## config.mk

```make
export PLATFORM = sky130hd
export DESIGN_NAME = cla_addsub_pipe_flat
export DESIGN_NICKNAME = d
export VERILOG_FILES = /design/src/rtl/cla_addsub_pipe_if.sv /design/src/rtl/cla_addsub_pipe.sv /design/src/flat_wrapper.sv
export SDC_FILE = /design/constraint.sdc
export NUM_CORES = 1
export LEC_CHECK = 0
export ABC_AREA = 1
export CAP_MARGIN = 10
export CORE_MARGIN = 1.5
export CORE_UTILIZATION = 45
export DETAILED_ROUTE_END_ITERATION = 8
export PLACE_DENSITY_LB_ADDON = 0.15
export SYNTH_ARGS = -nofsm -noshare
export SYNTH_HDL_FRONTEND = slang
export SYNTH_SLANG_ARGS = --single-unit
export TNS_END_PERCENT = 1
```

## constraint.sdc

```tcl
create_clock -name clk -period 6.3 [get_ports clk]
set_input_delay 1.575 -clock clk [delete_from_list [all_inputs] [get_ports clk]]
set_output_delay 1.575 -clock clk [all_outputs]
set_load 0.02 [all_outputs]
```

## src/rtl/cla_addsub_pipe_if.sv

```systemverilog
// cla_addsub_pipe_if -- operand/result bus of the pipelined CLA adder/subtractor.
//
// Purpose: groups the input handshake, operands, output handshake, result
// and flags into one bundle. The master modport drives operands and
// out_ready. The slave modport (the adder) drives in_ready, the result and
// the flags.
//
// Handshake: a beat moves on the input side when in_valid && in_ready, and
// on the output side when out_valid && out_ready. Senders keep their payload
// steady while valid is high and the beat has not moved yet. in_valid must
// not wait for in_ready.
//
// Ports (signals):
//   in_valid, in_ready        input-side handshake
//   x, y [WIDTH]              operands
//   op                        0 = add, 1 = subtract
//   cin                       carry-in (add only)
//   sat                       saturate on signed overflow (only with CLA_ADDSUB_SAT_EN)
//   out_valid, out_ready      output-side handshake
//   z [WIDTH]                 result
//   sign, zero, carry, parity, overflow   result flags
//
// Optional feature macro: CLA_ADDSUB_SAT_EN (adds the sat signal).
interface cla_addsub_pipe_if #(
    parameter int WIDTH = 16
);
    logic             in_valid;
    logic             in_ready;
    logic [WIDTH-1:0] x;
    logic [WIDTH-1:0] y;
    logic             op;
    logic             cin;
`ifdef CLA_ADDSUB_SAT_EN
    logic             sat;
`endif
    logic             out_valid;
    logic             out_ready;
    logic [WIDTH-1:0] z;
    logic             sign;
    logic             zero;
    logic             carry;
    logic             parity;
    logic             overflow;

    modport master (
        output in_valid, x, y, op, cin,
`ifdef CLA_ADDSUB_SAT_EN
        output sat,
`endif
        output out_ready,
        input  in_ready, out_valid, z, sign, zero, carry, parity, overflow
    );

    modport slave (
        input  in_valid, x, y, op, cin,
`ifdef CLA_ADDSUB_SAT_EN
        input  sat,
`endif
        input  out_ready,
        output in_ready, out_valid, z, sign, zero, carry, parity, overflow
    );
endinterface

```

## src/rtl/cla_addsub_pipe.sv

```systemverilog
// cla_addsub_pipe -- pipelined add/subtract built from 4-bit carry-lookahead
// groups.
//
// Purpose: computes z = x + y + cin (op = 0) or z = x + ~y + 1 (op = 1),
// modulo 2^WIDTH. Flags are produced with z. The design has STAGES register
// stages. Stage k adds groups k*G .. (k+1)*G-1, where G = WIDTH/(4*STAGES).
// It registers the sum bits so far, the group carry-out and the operand bits
// that later stages still need. Each stage has an elastic valid bit, so a
// stall at the output backs up stage by stage and no operand set is lost.
//
// Parameters: WIDTH (multiple of 4, >= 8), STAGES (must divide WIDTH/4).
//
// Ports:
//   clk   clock, rising edge
//   rst   asynchronous, active-high reset. It clears all valids, z and flags.
//   bus   cla_addsub_pipe_if.slave. This port carries operands, handshakes,
//         the result and the flags.
//
// Optional feature macro: CLA_ADDSUB_SAT_EN. When defined, bus.sat clamps z
// on signed overflow. overflow and carry still describe the wrapped sum.
module cla_addsub_pipe #(
    parameter int WIDTH  = 16,
    parameter int STAGES = 2
) (
    input logic             clk,
    input logic             rst,
    cla_addsub_pipe_if.slave bus
);
    localparam int G   = WIDTH / (4 * STAGES);
    localparam int MSB = WIDTH - 1;

    // 4-bit lookahead group: all four carries in two-level form.
    function automatic logic [4:0] cla4(input logic [3:0] a, input logic [3:0] b,
                                        input logic ci);
        logic [3:0] g;
        logic [3:0] p;
        logic       c1, c2, c3, c4;
        g  = a & b;
        p  = a ^ b;
        c1 = g[0] | (p[0] & ci);
        c2 = g[1] | (p[1] & g[0]) | (p[1] & p[0] & ci);
        c3 = g[2] | (p[2] & g[1]) | (p[2] & p[1] & g[0]) | (p[2] & p[1] & p[0] & ci);
        c4 = g[3] | (p[3] & g[2]) | (p[3] & p[2] & g[1]) | (p[3] & p[2] & p[1] & g[0])
           | (p[3] & p[2] & p[1] & p[0] & ci);
        return {c4, p ^ {c3, c2, c1, ci}};
    endfunction

    logic [STAGES-1:0] valid;
    logic [STAGES-1:0] load;
    logic [STAGES-1:0] valid_feed;

    logic [WIDTH-1:0] z_q;
    logic             sign_q, zero_q, carry_q, parity_q, ovf_q;

    // Stage k may load when it is empty, or when the stage after it moves
    // on. Unrolled, this means: out_ready, or some stage from k to the end
    // is empty. Evaluating that directly avoids a combinational chain
    // through the load vector.
    for (genvar k = 0; k < STAGES; k++) begin : g_load
        localparam logic [STAGES-1:0] LOWER = STAGES'((1 << k) - 1);
        assign load[k] = bus.out_ready | ~&(valid | LOWER);
    end

    // Valid source for each stage: in_valid for stage 0, previous stage otherwise.
    assign valid_feed = STAGES'({valid, bus.in_valid});

    always_ff @(posedge clk or posedge rst) begin
        if (rst) begin
            valid <= '0;
        end else begin
            for (int k = 0; k < STAGES; k++) begin
                if (load[k]) valid[k] <= valid_feed[k];
            end
        end
    end

    assign bus.in_ready  = load[0];
    assign bus.out_valid = valid[STAGES-1];
    assign bus.z         = z_q;
    assign bus.sign      = sign_q;
    assign bus.zero      = zero_q;
    assign bus.carry     = carry_q;
    assign bus.parity    = parity_q;
    assign bus.overflow  = ovf_q;

    for (genvar k = 0; k < STAGES; k++) begin : g_stage
        localparam int LO = 4 * G * k;   // first bit this stage adds
        localparam int HI = LO + 4 * G;  // first bit left for later stages

        logic [WIDTH-1:LO] x_in;         // effective operands, unconsumed part
        logic [WIDTH-1:LO] y_in;
        logic              c_in;
`ifdef CLA_ADDSUB_SAT_EN
        logic              sat_in;
`endif
        logic [4*G-1:0]    slice;
        logic              c_out;
        logic [HI-1:0]     sum_acc;      // sum bits produced so far

        if (k == 0) begin : g_head
            // Subtract is add with y inverted and carry-in forced to 1.
            assign x_in    = bus.x;
            assign y_in    = bus.op ? ~bus.y : bus.y;
            assign c_in    = bus.op | bus.cin;
`ifdef CLA_ADDSUB_SAT_EN
            assign sat_in  = bus.sat;
`endif
            assign sum_acc = slice;
        end else begin : g_tail
            assign x_in    = g_stage[k-1].g_reg.x_q;
            assign y_in    = g_stage[k-1].g_reg.y_q;
            assign c_in    = g_stage[k-1].g_reg.c_q;
`ifdef CLA_ADDSUB_SAT_EN
            assign sat_in  = g_stage[k-1].g_reg.sat_q;
`endif
            assign sum_acc = {slice, g_stage[k-1].g_reg.s_q};
        end

        // Carries ripple between the groups of this stage.
        always_comb begin : cla_chain
            logic [4:0] r;
            logic       c;
            c     = c_in;
            r     = '0;
            slice = '0;
            for (int j = 0; j < G; j++) begin
                r = cla4(x_in[LO + 4*j +: 4], y_in[LO + 4*j +: 4], c);
                slice[4*j +: 4] = r[3:0];
                c = r[4];
            end
            c_out = c;
        end

        if (k < STAGES - 1) begin : g_reg
            logic [WIDTH-1:HI] x_q;
            logic [WIDTH-1:HI] y_q;
            logic [HI-1:0]     s_q;
            logic              c_q;
`ifdef CLA_ADDSUB_SAT_EN
            logic              sat_q;
`endif
            always_ff @(posedge clk or posedge rst) begin
                if (rst) begin
                    x_q   <= '0;
                    y_q   <= '0;
                    s_q   <= '0;
                    c_q   <= 1'b0;
`ifdef CLA_ADDSUB_SAT_EN
                    sat_q <= 1'b0;
`endif
                end else if (load[k]) begin
                    x_q   <= x_in[WIDTH-1:HI];
                    y_q   <= y_in[WIDTH-1:HI];
                    s_q   <= sum_acc;
                    c_q   <= c_out;
`ifdef CLA_ADDSUB_SAT_EN
                    sat_q <= sat_in;
`endif
                end
            end
        end else begin : g_out
            logic [WIDTH-1:0] z_nx;
            logic             ovf;

            // Signed overflow: effective operands agree in sign and the
            // wrapped sum does not.
            always_comb begin
                ovf  = (x_in[MSB] == y_in[MSB]) && (sum_acc[MSB] != x_in[MSB]);
                z_nx = sum_acc;
`ifdef CLA_ADDSUB_SAT_EN
                // Both operands negative means the true result fell below the range.
                if (sat_in && ovf) begin
                    z_nx = x_in[MSB] ? {1'b1, {(WIDTH-1){1'b0}}} : {1'b0, {(WIDTH-1){1'b1}}};
                end
`endif
            end

            always_ff @(posedge clk or posedge rst) begin
                if (rst) begin
                    z_q      <= '0;
                    sign_q   <= 1'b0;
                    zero_q   <= 1'b0;
                    carry_q  <= 1'b0;
                    parity_q <= 1'b0;
                    ovf_q    <= 1'b0;
                end else if (load[k]) begin
                    z_q      <= z_nx;
                    sign_q   <= z_nx[MSB];
                    zero_q   <= (z_nx == '0);
                    carry_q  <= c_out;
                    parity_q <= ~^z_nx;
                    ovf_q    <= ovf;
                end
            end
        end
    end
endmodule
```

## src/flat_wrapper.sv

```systemverilog
// flat-port wrapper written by rule: the top's interface ports become plain ports
module cla_addsub_pipe_flat 
#(
    parameter int WIDTH  = 16,
    parameter int STAGES = 2
)
  (clk, rst, bus_in_valid, bus_x, bus_y, bus_op, bus_cin, bus_out_ready, bus_in_ready, bus_out_valid, bus_z, bus_sign, bus_zero, bus_carry, bus_parity, bus_overflow);
  cla_addsub_pipe_if #(.WIDTH(WIDTH)) bus_i ();
  input logic clk;
  input logic rst;
  input wire logic [$bits(bus_i.in_valid)-1:0] bus_in_valid;
  input wire logic [$bits(bus_i.x)-1:0] bus_x;
  input wire logic [$bits(bus_i.y)-1:0] bus_y;
  input wire logic [$bits(bus_i.op)-1:0] bus_op;
  input wire logic [$bits(bus_i.cin)-1:0] bus_cin;
  input wire logic [$bits(bus_i.out_ready)-1:0] bus_out_ready;
  output wire logic [$bits(bus_i.in_ready)-1:0] bus_in_ready;
  output wire logic [$bits(bus_i.out_valid)-1:0] bus_out_valid;
  output wire logic [$bits(bus_i.z)-1:0] bus_z;
  output wire logic [$bits(bus_i.sign)-1:0] bus_sign;
  output wire logic [$bits(bus_i.zero)-1:0] bus_zero;
  output wire logic [$bits(bus_i.carry)-1:0] bus_carry;
  output wire logic [$bits(bus_i.parity)-1:0] bus_parity;
  output wire logic [$bits(bus_i.overflow)-1:0] bus_overflow;
  assign bus_i.in_valid = bus_in_valid;
  assign bus_i.x = bus_x;
  assign bus_i.y = bus_y;
  assign bus_i.op = bus_op;
  assign bus_i.cin = bus_cin;
  assign bus_i.out_ready = bus_out_ready;
  assign bus_in_ready = bus_i.in_ready;
  assign bus_out_valid = bus_i.out_valid;
  assign bus_z = bus_i.z;
  assign bus_sign = bus_i.sign;
  assign bus_zero = bus_i.zero;
  assign bus_carry = bus_i.carry;
  assign bus_parity = bus_i.parity;
  assign bus_overflow = bus_i.overflow;
  cla_addsub_pipe #(.WIDTH(WIDTH), .STAGES(STAGES)) u_core (.clk(clk), .rst(rst), .bus(bus_i));
endmodule
```

**Yosys cells after proc, flatten, opt, wreduce, memory -nomap -nowiden**

Cells that the tools add are included.

- Add/sub/neg operators: 0
- Multiply operators: 0
- Div/mod/pow operators: 0
- $lt $le $gt $ge: 0
- Eq/ne operators: 2
- Shift-type cells: 0
- Mux-type cells: 1
- Bitwise gates (word level): 120
- Reduce and logical (&&, ||, !) cells: 6

Operator list:

| cell | count |
|---|---|
| $and 1x1->1 | 64 |
| $or 1x1->1 | 43 |
| $xor 4x4->4 | 8 |
| $and 4x4->4 | 4 |
| $logic_not 16->1 | 1 |
| $mux 16 | 1 |
| $not 16->16 | 1 |
| $reduce_xnor 16->1 | 1 |
| $logic_not 1->1 | 2 |
| $reduce_and 2->1 | 1 |
| $eq 1x1->1 | 1 |
| $logic_and 1x1->1 | 1 |
| $ne 1x1->1 | 1 |

- Register bits: 48
- Latch bits: 0
- RAM bits: 0
- Memory bits (read-only): 0
- Memories kept: 0

**Logic depth before layout (Yosys ltp)**

- Depth in word-level cells: 11
- Mapped depth: 15
- Mapped depth without buffers: 15

**Worst setup path after synthesis**

OpenSTA, ideal clock, no wires.

- Path kind: input -> output
- From: in bus_out_ready
- To: out bus_in_ready
- Arrival: 2272 ps
- Required time: 4725 ps
- Setup slack: 2453 ps
- Stages: 5
- Path buffers: 1
- Cells stage by stage: nor2_1 > inv_2 > nor2_4 > inv_2 > clkbuf_1

- Cells in the longest elaborated chain, start to end: 1

RTL lines:

| what | RTL line | source |
|---|---|---|
| from (decl) | flat_wrapper.sv:16 | `input wire logic [$bits(bus_i.out_ready)-1:0] bus_out_ready;` |
| $or 1x1->1 | cla_addsub_pipe.sv:61 | `assign load[k] = bus.out_ready \| ~&(valid \| LOWER);` |
| to (decl) | flat_wrapper.sv:17 | `output wire logic [$bits(bus_i.in_ready)-1:0] bus_in_ready;` |

Every way passes these cells.

**Worst setup path in the final report**

Same ends and word-level chain as after synthesis.

==> impl_metrics.ini <==
[critical_path]
critPathCapture = bus_in_ready
crit_start = bus_out_ready
required_ps = 4720
cp.depth = 7
reg2reg_from = u_core.g_stage[0].g_reg.y_q[9]
r2r-end = u_core.bus.parity
arrival_ps = 3410
cp_num_buf_inv = 5
cp_max_fo = 38
reg2reg_slack_ps = 3320
path_cells = clkdlybuf4s50_1 -> nor2_2 -> buf_4 -> inv_2 -> nor2_4 -> inv_2 -> clkdlybuf4s50_1
path_delay_family = buffers and inverters
r2r_cells = 15
critPathCaptureType = output port
cpPeakStageDelay_ps = 660
slowest_stage = clkdlybuf4s50_1
path_class = input pin to output port
critPathLaunchType = input pin

[placement]
dpl_cell_area_mm2 = 0.00344
io_buffers = 60
globalplace.congestion = 0.803
dp_hpwl_um = 3970
dp.cells = 437

[floorplanning]
ios = 61
die_h_um = 81.7
die-area_mm2 = 0.00667
core_region_area_mm2 = 0.00596
start_util_pct = 46.8
die-width_um = 81.7
fp-row-count = 28

[power]
ir_drop_uv = 190
leakage_nw = 1.69
powerDensity_mw_per_mm2 = 340

[run_status]
status = completed

[clock_network]
h-tree-depth = 2
clkLatencyLatePin_ps = 300
cts_root_buffer = clkbuf_8
post-cts-setup-buffers = 0
cts_sinks = 47
cts_tree = built
ctsLongestPathBuffers = 2
ctsResizeCount = 0
postCtsHoldBufs = 0
cts_buffers = 5
cts.clk_slew.worst_paths_ps = 80

[sta]
rsz0062_at_grt = false
fmax_mhz = 201
min_period_over_period_pct = 79.1
setup_tns_ps = 0
max_slew_margin_pct = 36.4
timing.final.max_slew_violations = 0
setup_viol = 0
clock_skew_ps = 6.10
period_minus_slack_ps = 4980
worstMarginPinSlew_ps = 952
final_hold_viol_count = 0

[logic_synthesis]
post-synth-top-area-cell = dfrtp_1
synth_cell_types = 32
synth_top_cell_area_share_pct = 42.2
yosys_warnings = 0
syn_avg_cell_area_um2 = 8.96
syn-instance-count = 311
yosys-top-cells-area = dfrtp_1 (42%), nand2_1 (10%), ha_1 (10%)
ys_ff_latch = 47
async_flop_share_pct = 100
synth-seq-area-share_pct = 42.2
synth_fp_nets = 376
ys.flop_type = dfrtp_1
syn_area_mm2 = 0.00279
synth_edf_count = 0

[drt]
vias = 2157
drc = 0
wirelength_um = 5110
first_pass_iters = 4
viasPerCell = 4.85
ant_nets = 0
drt_iter0_drc = 63
wire_per_inst_um = 11.5

[global_route]
overflow = 0
grt_pass1_wl_um = 8800
grt_pass1_vias = 2051
grt_max_degree = 48
grt.total_usage_pct = 17.3
antenna_found_initial = 0

[job]
max-cap-violations = 0

[layout]
syn_to_final_growth_pct = 27.1
n_fill_cell = 554
layout_common_cells = nand2_1 (77), clkdlybuf4s50_1 (60), dfrtp_1 (47)
fin_nets = 434
layout_commonest_cell = nand2_1
diodes = 0
drive_gt1_share_pct = 8.11
final_area_mm2 = 0.00354
final_cells = 445

[worst_hold_path]
min_from = u_core.g_stage[0].g_reg.x_q[13]
hp-class = register to register
==> layer usage <==
| metal | routed length, um | part of all wire (%) | track usage, % | vias to the layer above |
|---|---|---|---|---|
| li1 | - | - | - | 1110 |
| met1 | 2530 | 49 | 22.9 | 991 |
| met2 | 2310 | 45 | 28.1 | 50 |
| met3 | 197 | 3.9 | 3.67 | 6 |
| met4 | 76 | 1.5 | 6.10 | 0 |
| met5 | 0 | 0 | 0 | - |
==> Yosys cell counts (4+ instances only) <==
cell type and instances:
a21oi_1 6, buf_2 6, dfrtp_1 47, fa_1 4
ha_1 23, inv_1 30, nand2_1 77, nand2_2 5
nand3_1 10, nor2_1 11, o21ai_0 32, xnor2_1 17
xor2_1 12
==> cell type report <==
class | count | area, um^2 | area share [%]
Sequential cell | 47 | 1180 | 33.2
Tap cell | 75 | 93.8 | 2.65
Multi-Input combinational cell | 221 | 1430 | 40.4
Clock buffer | 7 | 96.3 | 2.72
Clock inverter | 1 | 7.51 | 0.212
Inverter | 32 | 120 | 3.39
Timing Repair Buffer | 62 | 616 | 17.4
==> per-stage QoR <==
| stage | setup slack [ps] | hold slack [ps] | total power, mW | utilization (%) |
|---|---|---|---|---|
| final | 1320 | 489 | 1.20 | 59.5 |
| after global routing | 1230 | 512 | 1.31 | 59.5 |
| after CTS | 1310 | 494 | 1.22 | 59.5 |
| after detailed placement | 1320 | 472 | 1.02 | 57.7 |
| after global placement | 1340 | 465 | 1.00 | 57.7 |
| after floorplan | 2450 | 449 | 0.831 | - |
==> how the worst min path moves through the flow <==
stage / end / cells after the start
final: u_core.g_stage[0].g_reg.x_q[13] / 2
after global routing: u_core.bus.z[7] / 2
after CTS: u_core.bus.z[8] / 2
after detailed placement: u_core.g_stage[0].g_reg.x_q[10] / 2
after global placement: u_core.bus.z[1] / 2
after floorplan: u_core.g_stage[0].g_reg.s_q[7] / 2
==> power breakdown <==
part	leakage (nW)	internal [mW]	switching, mW
registers	0.563	0.374	0.0411
clock network	0.0505	0.0998	0.0980
logic	1.07	0.275	0.315
==> worst min-delay path: stages (launching register included) <==
cell	delay [ps]
dfrtp_1	350
nand2_1	50
nand2_1	60
==> state kept, by name, summed over array words and instances (netlist names) <==
signal,count
u_core.valid,2
u_core.bus.sign,1
u_core.g_stage.g_reg.y_q,8
u_core.bus.zero,1
u_core.g_stage.g_reg.x_q,8
u_core.g_stage.g_reg.s_q,8
u_core.bus.parity,1
u_core.g_stage.g_reg.c_q,1
u_core.bus.z,15
u_core.bus.carry,1
u_core.bus.overflow,1
==> cell families (layout without fill, tap and decap cells) <==
kind of cell,after synthesis,count (layout),share of synthesized area [%]
flops,47,47,42.2
compound gates,47,47,9.52
xor+xnor,29,29,9.12
simple gates,118,118,19.5
buf+inv,43,102,6.47
fa+ha+maj,27,27,13.2
Power figures use the tool's default switching activity.
==> edit: new RTL, same settings <==
`STAGES` is set to 2 in 2 places; all go to 4. Comments in the files are not updated.
--- a/src/rtl/cla_addsub_pipe.sv
+++ b/src/rtl/cla_addsub_pipe.sv
@@ -21,5 +21,5 @@
 module cla_addsub_pipe #(
     parameter int WIDTH  = 16,
-    parameter int STAGES = 2
+    parameter int STAGES = 4
 ) (
     input logic             clk,
--- a/src/flat_wrapper.sv
+++ b/src/flat_wrapper.sv
@@ -3,5 +3,5 @@
 #(
     parameter int WIDTH  = 16,
-    parameter int STAGES = 2
+    parameter int STAGES = 4
 )
   (clk, rst, bus_in_valid, bus_x, bus_y, bus_op, bus_cin, bus_out_ready, bus_in_ready, bus_out_valid, bus_z, bus_sign, bus_zero, bus_carry, bus_parity, bus_overflow);
Function: changed (a bounded check fails within 4 cycles, from zero or initial values and one cycle with rst high).
==> edit against the unedited design <==
  * Design area is 58% higher
  * Synthesized area increased by 67%
  * Sequential cell count rose by 52
  * Wire length up 60%
  * Clock power grew 140%
  * Total power grew 87%
  * Sequential share of layout area is 11 points higher
  * Setup slack got worse by 0.24 ns
  * Critical path depth stayed put
  * Register-to-register slack better by 0.79 ns
  * Largest cell class is now registers
==> edit: results (changes against the unedited design) <==
Detail Placement HPWL = 5.833 mm (+47%)
Post-Synth XOR/XNOR Area = 0.04707 (-0.04413)
Worst slew margin = 0.3575 (-0.006110)
Fillcell total = 925 (+67%)
Final Skew = 0.006348 ns (+0.0002455 ns)
Flop-to-flop setup slack = 4.11 ns (+0.79 ns)
Pleak = 2.736 nW (+62%)
Root buffer cell = clkbuf_8
Synthesized area per cell = 9.051 um2 (+1.1%)
Detailed Route Iter0 Violations = 85 (+35%)
Post-Synth Adder-Cell Area = 0.07907 (-0.05300)
Largest net degree at the start of global routing = 53 (+10%)
Top cells by area, synth = dfrtp_1, nand2_1, o21ai_0
Vias in the first global route = 3188 (+55%)
Worst EP arrival = 3.65 ns (+0.24 ns)
Cells on worst reg2reg path = 11 (-4)
Total GRT Usage = 0.1640 (-0.009296)
Hold Path Sink = u_core.g_stage[1].g_reg.x_q[9]$_DFFE_PP0P_
Vias = 3302 (+53%)
Asr flop ratio synth = 1.000 (unchanged)
Commonest cells in the synthesized netlist = nand2_1, dfrtp_1, o21ai_0
Routability congestion estimate = 0.7768 (-3.2%)
Worst setup endpoint = bus_in_ready
Hold Crit Start = u_core.g_stage[0].g_reg.x_q[9]$_DFFE_PP0P_
Crit-path max cell delay = 0.57 ns (-0.09 ns)
Nets = 633 (+46%)
Inserted Clock Buffers = 9 (+4)
Cell variety after synth = 28 (-13%)
Worst r2r src = u_core.g_stage[2].g_reg.c_q$_DFFE_PP0P_
Placed insts = 690 (+58%)
Post-Syn Nets = 579 (+54%)
Clk_lat worst skew = 0.36 ns (+0.06 ns)
CP Max Fanout = 37 (-2.6%)
Status = finished clean
Worst VDD drop = 0.1779 mV (-6.3%)
Wire length of the first global-routing pass = 14.48 mm (+65%)
Switching Fraction = 0.3540 (-0.02315)
Layout cells sized above 1 = 0.04712 (-0.03396)
edit: cell count changes in the layout (fill, tap and decap cells not counted), sizes merged, moves of 3 or more:
cell	change
a21oi	-3
a22oi	+3
clkbuf	+6
dfrtp	+52
inv	+25
nand2	+81
nand3b	-3
nand4	+3
o21ai	+36
or2	+3
xor2	-4
edit: layout make-up:
type,count,area share
clock buffers,13,0.03205
clock inverters,3,0.01210
inverters,59,0.03989
multi-input cells,336,0.3308
flip-flops and latches,99,0.4437
well taps,133,0.02981
repair buffers,63,0.1116
edit: power by group through the flow:
stage               logic (mW)  clock network, mW  registers (mW)
finish                   0.878              0.475           0.894
global route              1.01              0.512           0.918
CTS                      0.888              0.488           0.895
global placement         0.853                  0           0.902
detailed placement       0.884                  0           0.907
floorplan                0.561                  0           0.955
edit: cell families (layout without fill, tap and decap cells):
| logic type | count (synthesis) | after routing |
|---|---|---|
| adder cells (fa/ha/maj) | 27 | 27 |
| XOR/XNOR | 25 | 25 |
| AND/OR/NAND/NOR | 204 | 204 |
| AO/OA/AOI/OAI | 80 | 80 |
| flip-flops | 99 | 99 |
| buffers and inverters | 79 | 138 |
edit: through the flow:
step	hold slack (ns)	area (um2)	utilization	power (mW)
2_1_floorplan	0.4459	4652	-	1.515
3_3_place_gp	0.4628	5336	0.5385	1.755
3_5_place_dp	0.4589	5336	0.5385	1.791
4_1_cts	0.4815	5583	0.5634	2.270
5_1_grt	0.4975	5583	0.5634	2.436
6_report	0.4809	5583	0.5634	2.247
edit: routing by layer:
layer	global-route usage	up-vias	wire length [um]
met5	0	-	0
met4	0.06067	0	121
met3	0.03743	9	298
met2	0.2495	62	3587
met1	0.2299	1511	4163
li1	-	1720	-
edit: worst max-delay path, delay by kind of cell:
kind | cells | cell delay (ns)
buffers and inverters | 3 | 1.09
and+or+nand+nor | 4 | 0.96
